File: config.mk
export PLATFORM = sky130hd
export DESIGN_NAME = systolic_feeder_flat
export DESIGN_NICKNAME = d
export VERILOG_FILES = /design/src/rtl/systolic_pkg.sv /design/src/rtl/systolic_feeder_if.sv /design/src/rtl/systolic_skew_reg.sv /design/src/rtl/systolic_feeder.sv /design/src/flat_wrapper.sv
export SDC_FILE = /design/constraint.sdc
export NUM_CORES = 1
export LEC_CHECK = 0
export BUFFER_PORTS_ARGS = -buffer_cell sky130_fd_sc_hd__buf_2
export CORE_UTILIZATION = 48
export DETAILED_ROUTE_END_ITERATION = 16
export PLACE_DENSITY = 0.8
export SLEW_MARGIN = 10
export SYNTH_ARGS = -nofsm -noshare
export SYNTH_HDL_FRONTEND = slang
export SYNTH_HIERARCHICAL = 1
export SYNTH_SLANG_ARGS = --single-unit
export TNS_END_PERCENT = 10
File: constraint.sdc
create_clock -name clk -period 2.1 [get_ports clk]
set_input_delay 0.42 -clock clk [delete_from_list [all_inputs] [get_ports clk]]
set_output_delay 0.42 -clock clk [all_outputs]
set_load 0.01 [all_outputs]
File: src/rtl/systolic_pkg.sv
// ---------------------------------------------------------------------------
// systolic_pkg: shared FP16 width, feeder state encoding and FP16 constants.
// Rev 1.0
// ---------------------------------------------------------------------------
`default_nettype none

package systolic_pkg;

  localparam int FP16_W = 16;

  typedef enum logic [2:0] {
    IDLE   = 3'd0,
    LOADW0 = 3'd1,
    LOADW1 = 3'd2,
    STREAM = 3'd3,
    DRAIN  = 3'd4
  } state_t;

  localparam logic [FP16_W-1:0] FP16_ZERO = 16'h0000;
  localparam logic [FP16_W-1:0] FP16_TWO  = 16'h4000;
  localparam logic [FP16_W-1:0] FP16_FOUR = 16'h4400;
  localparam logic [FP16_W-1:0] FP16_FIVE = 16'h4500;

  // Lane idx of a packed 4-element FP16 vector, lane 0 in the low bits.
  function automatic logic [FP16_W-1:0] fp16_lane(input logic [4*FP16_W-1:0] v,
                                                  input int unsigned idx);
    return v[idx*FP16_W +: FP16_W];
  endfunction

endpackage

`default_nettype wire

File: src/rtl/systolic_feeder_if.sv
// ---------------------------------------------------------------------------
// systolic_feeder_if: weight-set and activation-row valid/ready channels.
// Rev 1.0
// ---------------------------------------------------------------------------
`default_nettype none

interface systolic_feeder_if;
  import systolic_pkg::*;

  logic [4*FP16_W-1:0] w_data;
  logic                w_valid;
  logic                w_ready;
  logic [2*FP16_W-1:0] a_data;
  logic                a_valid;
  logic                a_last;
  logic                a_ready;

  modport master (
    output w_data, w_valid, a_data, a_valid, a_last,
    input  w_ready, a_ready
  );

  modport slave (
    input  w_data, w_valid, a_data, a_valid, a_last,
    output w_ready, a_ready
  );

endinterface

`default_nettype wire

File: src/rtl/systolic_skew_reg.sv
// ---------------------------------------------------------------------------
// systolic_skew_reg: one-deep delay line that loads zero whenever load is low.
// Rev 1.0
// ---------------------------------------------------------------------------
`default_nettype none

module systolic_skew_reg #(
  parameter int WIDTH = 16
) (
  input  logic             clk,
  input  logic             reset,
  input  logic             load,
  input  logic [WIDTH-1:0] d,
  output logic [WIDTH-1:0] q
);

  always_ff @(posedge clk or negedge reset) begin
    if (!reset) begin
      q <= '0;
    end else begin
      q <= load ? d : '0;
    end
  end

endmodule

`default_nettype wire

File: src/rtl/systolic_feeder.sv
// ---------------------------------------------------------------------------
// systolic_feeder: weight loader and skewed activation streamer for the 2x2
// FP16 systolic array. Optional stall counter: FEEDER_STALL_CNT_EN. Rev 1.0
// ---------------------------------------------------------------------------
`default_nettype none

module systolic_feeder
  import systolic_pkg::*;
#(
  parameter int DRAIN_CYCLES = 3
) (
  input  logic              clk,
  input  logic              reset,
  systolic_feeder_if.slave  bus,
  output logic [FP16_W-1:0] top1,
  output logic [FP16_W-1:0] top2,
  output logic [FP16_W-1:0] left1,
  output logic [FP16_W-1:0] left2,
  output logic              we1,
  output logic              we2,
  output logic              we3,
  output logic              we4,
  output logic              mux1,
  output logic              mux2,
  output logic              mux3,
  output logic              mux4,
  output logic              row_valid,
  output logic              busy,
`ifdef FEEDER_STALL_CNT_EN
  output logic [15:0]       stall_cnt,
`endif
  output logic              done
);

  localparam int W     = FP16_W;
  localparam int CNT_W = (DRAIN_CYCLES > 1) ? $clog2(DRAIN_CYCLES) : 1;
  localparam logic [CNT_W-1:0] CNT_LAST = CNT_W'(DRAIN_CYCLES - 1);

  state_t           state, state_nxt;
  logic [2*W-1:0]   w_hold, w_hold_nxt;
  logic [CNT_W-1:0] drain_cnt, drain_cnt_nxt;
  logic [W-1:0]     top1_nxt, top2_nxt, left1_nxt, left2_nxt;
  logic [3:0]       we_q, we_nxt;
  logic             mux_q, mux_nxt;
  logic             row_valid_nxt, busy_nxt, done_nxt;
  logic             a_acc;
  logic [W-1:0]     skew;

  assign bus.w_ready = (state == IDLE);
  assign bus.a_ready = (state == STREAM);
  assign a_acc       = bus.a_valid && (state == STREAM);

  assign {we4, we3, we2, we1}     = we_q;
  assign {mux4, mux3, mux2, mux1} = {4{mux_q}};

  // Holds A1 of the accepted row for one cycle so row 1 lags row 0.
  systolic_skew_reg #(.WIDTH(W)) u_skew (
    .clk   (clk),
    .reset (reset),
    .load  (a_acc),
    .d     (bus.a_data[2*W-1:W]),
    .q     (skew)
  );

  // Next values describe the pins for the state being entered.
  always_comb begin
    state_nxt     = state;
    w_hold_nxt    = w_hold;
    drain_cnt_nxt = drain_cnt;
    top1_nxt      = FP16_ZERO;
    top2_nxt      = FP16_ZERO;
    left1_nxt     = FP16_ZERO;
    left2_nxt     = FP16_ZERO;
    we_nxt        = 4'b0000;
    mux_nxt       = 1'b0;
    row_valid_nxt = 1'b0;
    done_nxt      = 1'b0;

    unique case (state)
      IDLE: begin
        if (bus.w_valid) begin
          state_nxt  = LOADW0;
          w_hold_nxt = bus.w_data[2*W-1:0];
          top1_nxt   = fp16_lane(bus.w_data, 2);
          top2_nxt   = fp16_lane(bus.w_data, 3);
          we_nxt     = 4'b0101;
        end
      end
      LOADW0: begin
        state_nxt = LOADW1;
        top1_nxt  = w_hold[W-1:0];
        top2_nxt  = w_hold[2*W-1:W];
        we_nxt    = 4'b1010;
      end
      LOADW1: begin
        state_nxt = STREAM;
        mux_nxt   = 1'b1;
      end
      STREAM: begin
        mux_nxt       = 1'b1;
        left1_nxt     = a_acc ? bus.a_data[W-1:0] : FP16_ZERO;
        left2_nxt     = skew;
        row_valid_nxt = a_acc;
        if (a_acc && bus.a_last) begin
          state_nxt     = DRAIN;
          drain_cnt_nxt = '0;
        end
      end
      DRAIN: begin
        if (drain_cnt == CNT_LAST) begin
          state_nxt     = IDLE;
          done_nxt      = 1'b1;
          drain_cnt_nxt = '0;
        end else begin
          mux_nxt       = 1'b1;
          left2_nxt     = skew;
          drain_cnt_nxt = drain_cnt + CNT_W'(1);
        end
      end
      default: begin
        state_nxt = IDLE;
      end
    endcase

    busy_nxt = (state_nxt != IDLE);
  end

  always_ff @(posedge clk or negedge reset) begin
    if (!reset) begin
      state     <= IDLE;
      w_hold    <= '0;
      drain_cnt <= '0;
      top1      <= FP16_ZERO;
      top2      <= FP16_ZERO;
      left1     <= FP16_ZERO;
      left2     <= FP16_ZERO;
      we_q      <= 4'b0000;
      mux_q     <= 1'b0;
      row_valid <= 1'b0;
      busy      <= 1'b0;
      done      <= 1'b0;
    end else begin
      state     <= state_nxt;
      w_hold    <= w_hold_nxt;
      drain_cnt <= drain_cnt_nxt;
      top1      <= top1_nxt;
      top2      <= top2_nxt;
      left1     <= left1_nxt;
      left2     <= left2_nxt;
      we_q      <= we_nxt;
      mux_q     <= mux_nxt;
      row_valid <= row_valid_nxt;
      busy      <= busy_nxt;
      done      <= done_nxt;
    end
  end

`ifdef FEEDER_STALL_CNT_EN
  always_ff @(posedge clk or negedge reset) begin
    if (!reset) begin
      stall_cnt <= 16'h0000;
    end else if ((state == IDLE) && bus.w_valid) begin
      stall_cnt <= 16'h0000;
    end else if ((state == STREAM) && !bus.a_valid && (stall_cnt != 16'hFFFF)) begin
      stall_cnt <= stall_cnt + 16'h0001;
    end
  end
`endif

endmodule

`default_nettype wire

File: src/flat_wrapper.sv
// flat-port wrapper written by rule: the top's interface ports become plain ports
module systolic_feeder_flat import systolic_pkg::*;
#(
  parameter int DRAIN_CYCLES = 3
)
  (clk, reset, top1, top2, left1, left2, we1, we2, we3, we4, mux1, mux2, mux3, mux4, row_valid, busy, done, bus_w_data, bus_w_valid, bus_a_data, bus_a_valid, bus_a_last, bus_w_ready, bus_a_ready);
  systolic_feeder_if bus_i ();
  input  logic clk;
  input  logic reset;
  output logic [FP16_W-1:0] top1;
  output logic [FP16_W-1:0] top2;
  output logic [FP16_W-1:0] left1;
  output logic [FP16_W-1:0] left2;
  output logic we1;
  output logic we2;
  output logic we3;
  output logic we4;
  output logic mux1;
  output logic mux2;
  output logic mux3;
  output logic mux4;
  output logic row_valid;
  output logic busy;
  output logic done;
  input wire logic [$bits(bus_i.w_data)-1:0] bus_w_data;
  input wire logic [$bits(bus_i.w_valid)-1:0] bus_w_valid;
  input wire logic [$bits(bus_i.a_data)-1:0] bus_a_data;
  input wire logic [$bits(bus_i.a_valid)-1:0] bus_a_valid;
  input wire logic [$bits(bus_i.a_last)-1:0] bus_a_last;
  output wire logic [$bits(bus_i.w_ready)-1:0] bus_w_ready;
  output wire logic [$bits(bus_i.a_ready)-1:0] bus_a_ready;
  assign bus_i.w_data = bus_w_data;
  assign bus_i.w_valid = bus_w_valid;
  assign bus_i.a_data = bus_a_data;
  assign bus_i.a_valid = bus_a_valid;
  assign bus_i.a_last = bus_a_last;
  assign bus_w_ready = bus_i.w_ready;
  assign bus_a_ready = bus_i.a_ready;
  systolic_feeder #(.DRAIN_CYCLES(DRAIN_CYCLES)) u_core (.clk(clk), .reset(reset), .bus(bus_i), .top1(top1), .top2(top2), .left1(left1), .left2(left2), .we1(we1), .we2(we2), .we3(we3), .we4(we4), .mux1(mux1), .mux2(mux2), .mux3(mux3), .mux4(mux4), .row_valid(row_valid), .busy(busy), .done(done));
endmodule
==> metrics, run 1 <==
outcome finished clean; combinational share of power 22.0%; Power, Total 8.21 mW; Synth top area share 70.3%; NumNets Final 568; DR pass1 iterations 4; post-layout util 68.0%; Setup Skew 0.0102 ns; cts bufs inserted 17; CTS root buffer clkbuf_8; PostCTS Resize Cnt 0; Area after DPL 5330 µm²; critical path's slowest cell dfrtp_1; maxcap violations 0; Synth Register Bits 123; syn avg cell area 15.3 µm²; Slew HR 72.6%; Skew-Pair Late Insertion Delay 0.50 ns; maximum root-to-sink buffer count 2; fill count 634; Synth area leaders dfrtp_1, mux2_2, a22o_1, and2_1, and2_2; worst-path cell chain nand2_1 > nor2_1 > buf_2; Die Y 97.5 µm; Reg2Reg Depth 4; Worst EP required 1.68 ns; mux cell area share after synthesis 8.23%; Worst Path Arrival 1.43 ns; # IOs 178; hold path cells 2; Core Box Area 8760 µm²; vias in the first global route 2984; Reg power frac 41.3%; H-tree depth 4; Cell variety after synth 26; Mapped Cells 287; Post-CTS Hold Fix Bufs 1; WL final 8380 µm; fin crit period 1.85 ns; Finished Cell Area 5960 µm²; Total GRT Usage 19.3%; Max Freq 540 MHz; CP endpoint kind primary output; vias after detailed routing 2814; maximum vdd drop 683 µV; sequential area share after synthesis 70.3%; area leader, netlist dfrtp_1; port buffer count 177; internal power 6.03 mW; Routed Antenna Nets 0; RSZ-0062 raised after global routing false; Row Count 34; synth-to-layout area growth 36.2%; Residual DRC 0; Post-Syn Area 4380 µm²; area of the multi-input gates 1140 µm²; initial drt markers 73; layout cell share with drive strength beyond 1 54.9%; startpoint class of the critical path register; Final Instance Count excl. Fillers 587; Synth Area in XOR/XNOR 0%; leakage power 3.21 nW; CP delay by family, top flip-flops; Vias per Instance 4.79; HP Class primary input to register; switching power total 2.17 mW; Post-CTS Repair Setup Buffers 0; storage element area 3080 µm²; Post-Place Cells 555; Post-Synthesis Net Count 388; setup TNS 0 ns; diodes inserted 0; die footprint 9510 µm²; power share of the clock group 36.7%; post-synthesis adder-cell area fraction 0%; YS warnings 6; Die X 97.5 µm; PwrDens 1380 nW/µm²; Critical Path Stages 3; switching share of total power 26.5%; crit path kind register to primary output; wire per inst 14.3 µm; Clk pin slew, worst setup/hold paths 0.06 ns; simple-gate portion of the synthesized area 9.97%; clk sinks 123; GRT overflow 0; first-pass GRT wire length 14000 µm; Worst Tran Pin Value 0.411 ns; Final Max Tran Viols 0; period utilisation layout 88.2%; HPWL after DPL 5790 µm; CTS tree yes; routability congestion estimate from global placement 0.817; largest net degree at the start of global routing 70; initial antenna violation count 0; critical path's largest stage delay 0.47 ns; Worst Path Buf+Inv 1; initial core utilization 50.0%; compound-gate portion of the synthesized area 7.75%; main combinational cell family by area after synthesis simple AND/OR/NAND/NOR gates; Setup-failing EPs final 0; Final Hold Viols 0; worst-path maximum fanout 9
==> registers in the layout, summed over array words and instances (netlist names) <==
register and cells:
u_core/left2 16, u_core/w_hold 32, u_core/u_skew/q 16, u_core/row_valid 1, u_core/drain_cnt 2, u_core/mux1 1, u_core/we_q 2, u_core/state 3
u_core/top2 16, u_core/busy 1, u_core/top1 16, u_core/done 1, u_core/left1 16
==> layout make-up <==
| class | instances | share of cell area, % |
|---|---|---|
| clock buffers | 21 | 7.70 |
| clock inverters | 10 | 2.75 |
| inverters | 2 | 0.126 |
| multi-input cells | 139 | 19.1 |
| flip-flops and latches | 123 | 51.6 |
| well taps | 108 | 2.27 |
| repair buffers | 184 | 16.5 |
==> layout by cell type (no fill, tap or decap), drive strengths merged, types with 2 or more instances in the layout <==
cell type and n:
nor3 4, dfrtp 123, clkbuf 21, nor2 4, bufinv 4, mux2 32, inv 3, a22o 32
a31o 3, and2 48, and3 2, nand2 4, and4b 2, clkinvlp 4, buf 183
==> worst paths after layout <==
kind,start,to,slack (ns)
min in group asynchronous,reset,u_core/top2[8]$_DFF_PN0_,0.41
worst min-delay path,bus_a_data[8],u_core/left1[8]$_DFF_PN0_,0.12
worst min register to register,u_core/u_skew/q[15]$_DFF_PN0_,u_core/left2[15]$_DFF_PN0_,0.44
worst max register to register,u_core/state[1]$_DFF_PN0_,u_core/w_hold[16]$_DFFE_PN0P_,0.30
worst max-delay path,u_core/state[1]$_DFF_PN0_,bus_a_ready,0.25
max in group asynchronous,reset,u_core/left2[4]$_DFF_PN0_,1.01
==> logic make-up (layout without fill, tap and decap cells) <==
kind of cell           Yosys count  in the layout
muxes                           32             32
buffers and inverters           25            217
DFF                            123            123
and+or+nand+nor                 69             69
AOI/OAI and AO/OA               38             38
==> power groups by stage <==
stage | registers, mW | clock network, mW | logic (mW)
4_1_cts | 3.40 | 3.07 | 1.84
3_3_place_gp | 3.40 | 0 | 1.77
3_5_place_dp | 3.43 | 0 | 1.83
5_1_grt | 3.47 | 3.18 | 1.99
6_report | 3.39 | 3.01 | 1.81
2_1_floorplan | 3.53 | 0 | 1.09
==> per-stage QoR <==
| stage | hold WS [ns] | worst slack [ns] |
|---|---|---|
| 4_1_cts | 0.0957 | 0.221 |
| 2_1_floorplan | 0.124 | 0.582 |
| 3_3_place_gp | 0.367 | 0.395 |
| 6_report | 0.121 | 0.248 |
| 5_1_grt | 0.101 | 0.167 |
| 3_5_place_dp | 0.382 | 0.319 |
==> routing by layer <==
layer / share of wire, % / wire length, µm / vias to the layer above / GRT usage [%]
li1: - / - / 1343 / -
met1: 42 / 3500 / 1330 / 22.6
met2: 49 / 4130 / 132 / 32.0
met3: 7.8 / 657 / 9 / 7.27
met4: 1.0 / 87 / 0 / 7.92
met5: 0 / 0 / - / 0
==> synth_stat cells <==
library cell	n
nor3_1	4
a31o_2	3
and3_4	1
o211ai_1	1
nand2_1	4
and3_1	1
dfrtp_1	123
buf_6	5
clkbuf_1	2
nor3b_1	1
nor2_1	4
nor2b_1	1
buf_4	5
nand3_1	1
buf_2	11
inv_2	1
a22o_1	32
and2_1	36
o21ai_0	1
or3b_1	1
nand2b_1	1
o22ai_4	1
and2_2	12
and4b_1	2
mux2_2	32
inv_1	1
Note: power is estimated with default switching activity, not from simulation.
==> inputs of run 2 (changes only) <==
==> constraint.sdc (replaced) <==
create_clock -name clk -period 2.05 [get_ports clk]
set_input_delay 0.41 -clock clk [delete_from_list [all_inputs] [get_ports clk]]
set_output_delay 0.41 -clock clk [all_outputs]
set_load 0.01 [all_outputs]
==> run 2 against run 1 <==
Worst setup slack got worse by 0.018 ns; sequential power is 3% higher; register-to-register slack worse by 0.02 ns; cell count is the same; via count is 1.8% higher; clock power increased by 1%; critical endpoint unchanged; largest cell class unchanged; highest routed layer unchanged.
==> metrics, run 2 (same netlist as run 1, synthesis figures left out) <==
outcome finished clean (unchanged); WL met1 3530 µm (was 3500 µm); HPWL after DPL 6180 µm (was 5790 µm); r2r startpoint u_core/state[1]$_DFF_PN0_ (unchanged); # IOs 178 (unchanged); clk sinks 123 (unchanged); DR pass1 iterations 6 (was 4); RSZ-0062 raised after global routing false (unchanged); Final Hold Viols 0 (unchanged); Skew-Pair Late Insertion Delay 0.49 ns (was 0.50 ns); Core Box Area 8760 µm² (unchanged); layout cell share with drive strength beyond 1 54.7% (was 54.9%); Residual DRC 0 (unchanged); Worst EP required 1.64 ns (was 1.68 ns); hold path cells 2 (unchanged); Post-Place Cells 556 (was 555); worst hold path startpoint bus_a_data[6] (was bus_a_data[8]); Worst Path Arrival 1.41 ns (was 1.43 ns); Largest Register u_core/w_hold (unchanged); Setup Skew 0.00610 ns (was 0.0102 ns); vias after detailed routing 2864 (was 2814); storage element area 3080 µm² (unchanged); Final Instance Count excl. Fillers 587 (unchanged); max FFs per register 32 (unchanged); Max Freq 549 MHz; setup TNS 0 ns (unchanged); H-tree depth 4 (unchanged); area of the multi-input gates 1140 µm² (unchanged); Clk pin slew, worst setup/hold paths 0.05 ns (was 0.06 ns); leakage power 3.22 nW (was 3.21 nW); post-layout util 68.0% (about the same); cts bufs inserted 17 (unchanged); NumNets Final 569 (was 568); fin crit period 1.82 ns; Fin Hold WS 0.121 ns (about the same); HP Class primary input to register (unchanged); Top Layer Used met4 (unchanged); largest net degree at the start of global routing 61 (was 70); critical path's largest stage delay 0.47 ns (about the same); Setup-failing EPs final 0 (unchanged); Slew HR 75.6% (was 72.6%); Routed Antenna Nets 0 (unchanged); maxcap violations 0 (unchanged); CP Launch Point u_core/state[1]$_DFF_PN0_ (unchanged); CTS root buffer clkbuf_8 (unchanged); WL final 8680 µm (was 8380 µm); period utilisation layout 88.8%; routability congestion estimate from global placement 0.811 (was 0.817); worst-path maximum fanout 9 (unchanged); PwrDens 1410 nW/µm² (was 1380 nW/µm²); port buffer count 177 (unchanged); initial antenna violation count 0 (unchanged); Final Max Tran Viols 0 (unchanged); met2 wire length 4410 µm (was 4130 µm); startpoint class of the critical path register (unchanged); vias in the first global route 2995 (was 2984); synth-to-layout area growth 36.1% (was 36.2%); worst-path cell chain nand2_1 > nor2_1 > buf_2 (unchanged); Die Y 97.5 µm (unchanged); maximum vdd drop 689 µV (was 683 µV); die footprint 9510 µm² (unchanged); GRT overflow 0 (unchanged); wire per inst 14.8 µm (was 14.3 µm); initial core utilization 50.0% (unchanged); Total GRT Usage 19.4% (was 19.3%); first-pass GRT wire length 14100 µm (was 14000 µm); Row Count 34 (unchanged); crit path kind register to primary output (unchanged); maximum root-to-sink buffer count 2 (unchanged); CTS tree yes (unchanged); Post-CTS Repair Setup Buffers 0 (unchanged); initial drt markers 47 (was 73); commonest non-fill, non-tap cells in the layout buf_2, dfrtp_1, and2_1 (unchanged); critical path's slowest cell dfrtp_1 (unchanged); Worst Tran Pin Value 0.367 ns (was 0.411 ns); Reg2Reg Depth 4 (unchanged); diodes inserted 0 (unchanged); fill count 617 (was 634); DR WL met3 697 µm (was 657 µm); Power, Total 8.39 mW (was 8.21 mW); CP endpoint kind primary output (unchanged); Vias per Instance 4.88 (was 4.79); most common cell after layout, fill and taps aside buf_2 (unchanged); Die X 97.5 µm (unchanged)
-- run 2: stage by stage --
| step | area [µm²] | setup WS, ns |
|---|---|---|
| finish | 5960 | 0.230 |
| CTS | 5960 | 0.209 |
| global route | 5960 | 0.145 |
| floorplan | 4380 | 0.532 |
| global placement | 5340 | 0.375 |
| detailed placement | 5340 | 0.288 |
-- run 2: what timing repair did --
item,CTS,global route
endpoints found under the hold margin,21,0
endpoints found under the setup margin,0,0
hold buffers,1,0
gates resized for setup,0,0
-- run 2: path summary, 6_finish.rpt --
check                           slack (ns)                            end
worst max-delay path                  0.23                    bus_a_ready
worst min-delay path                  0.12      u_core/left1[6]$_DFF_PN0_
worst max register to register        0.28  u_core/w_hold[14]$_DFFE_PN0P_
worst min register to register        0.44      u_core/left2[0]$_DFF_PN0_
max in group asynchronous             1.04  u_core/w_hold[25]$_DFFE_PN0P_
min in group asynchronous             0.37  u_core/w_hold[31]$_DFFE_PN0P_
-- run 2: cell type report --
cell class	instances	share of cell area, %
Sequential cell	123	51.6
Tap cell	108	2.27
Inverter	2	0.126
Timing Repair Buffer	185	16.6
Clock buffer	23	8.00
Multi-Input combinational cell	139	19.1
Clock inverter	7	2.31
-- run 2: metal layers --
metal  global-route usage [%]  up-vias
met3                     7.70        6
met4                     6.22        0
met5                        0        -
met2                     32.3      143
met1                     23.1     1376
li1                         -     1339
-- run 2: critical path, delay by kind of cell, from the launching register on --
| family | cells | cell delay [ns] |
|---|---|---|
| buffers and inverters | 1 | 0.16 |
| AND/OR/NAND/NOR | 2 | 0.30 |
| flip-flops | 1 | 0.47 |
-- run 2: power breakdown --
part	internal, mW	total (mW)	leakage (nW)	switching, mW
combinational	0.957	1.86	1.31	0.905
clock	2.09	3.05	0.300	0.959
sequential	3.16	3.48	1.61	0.323
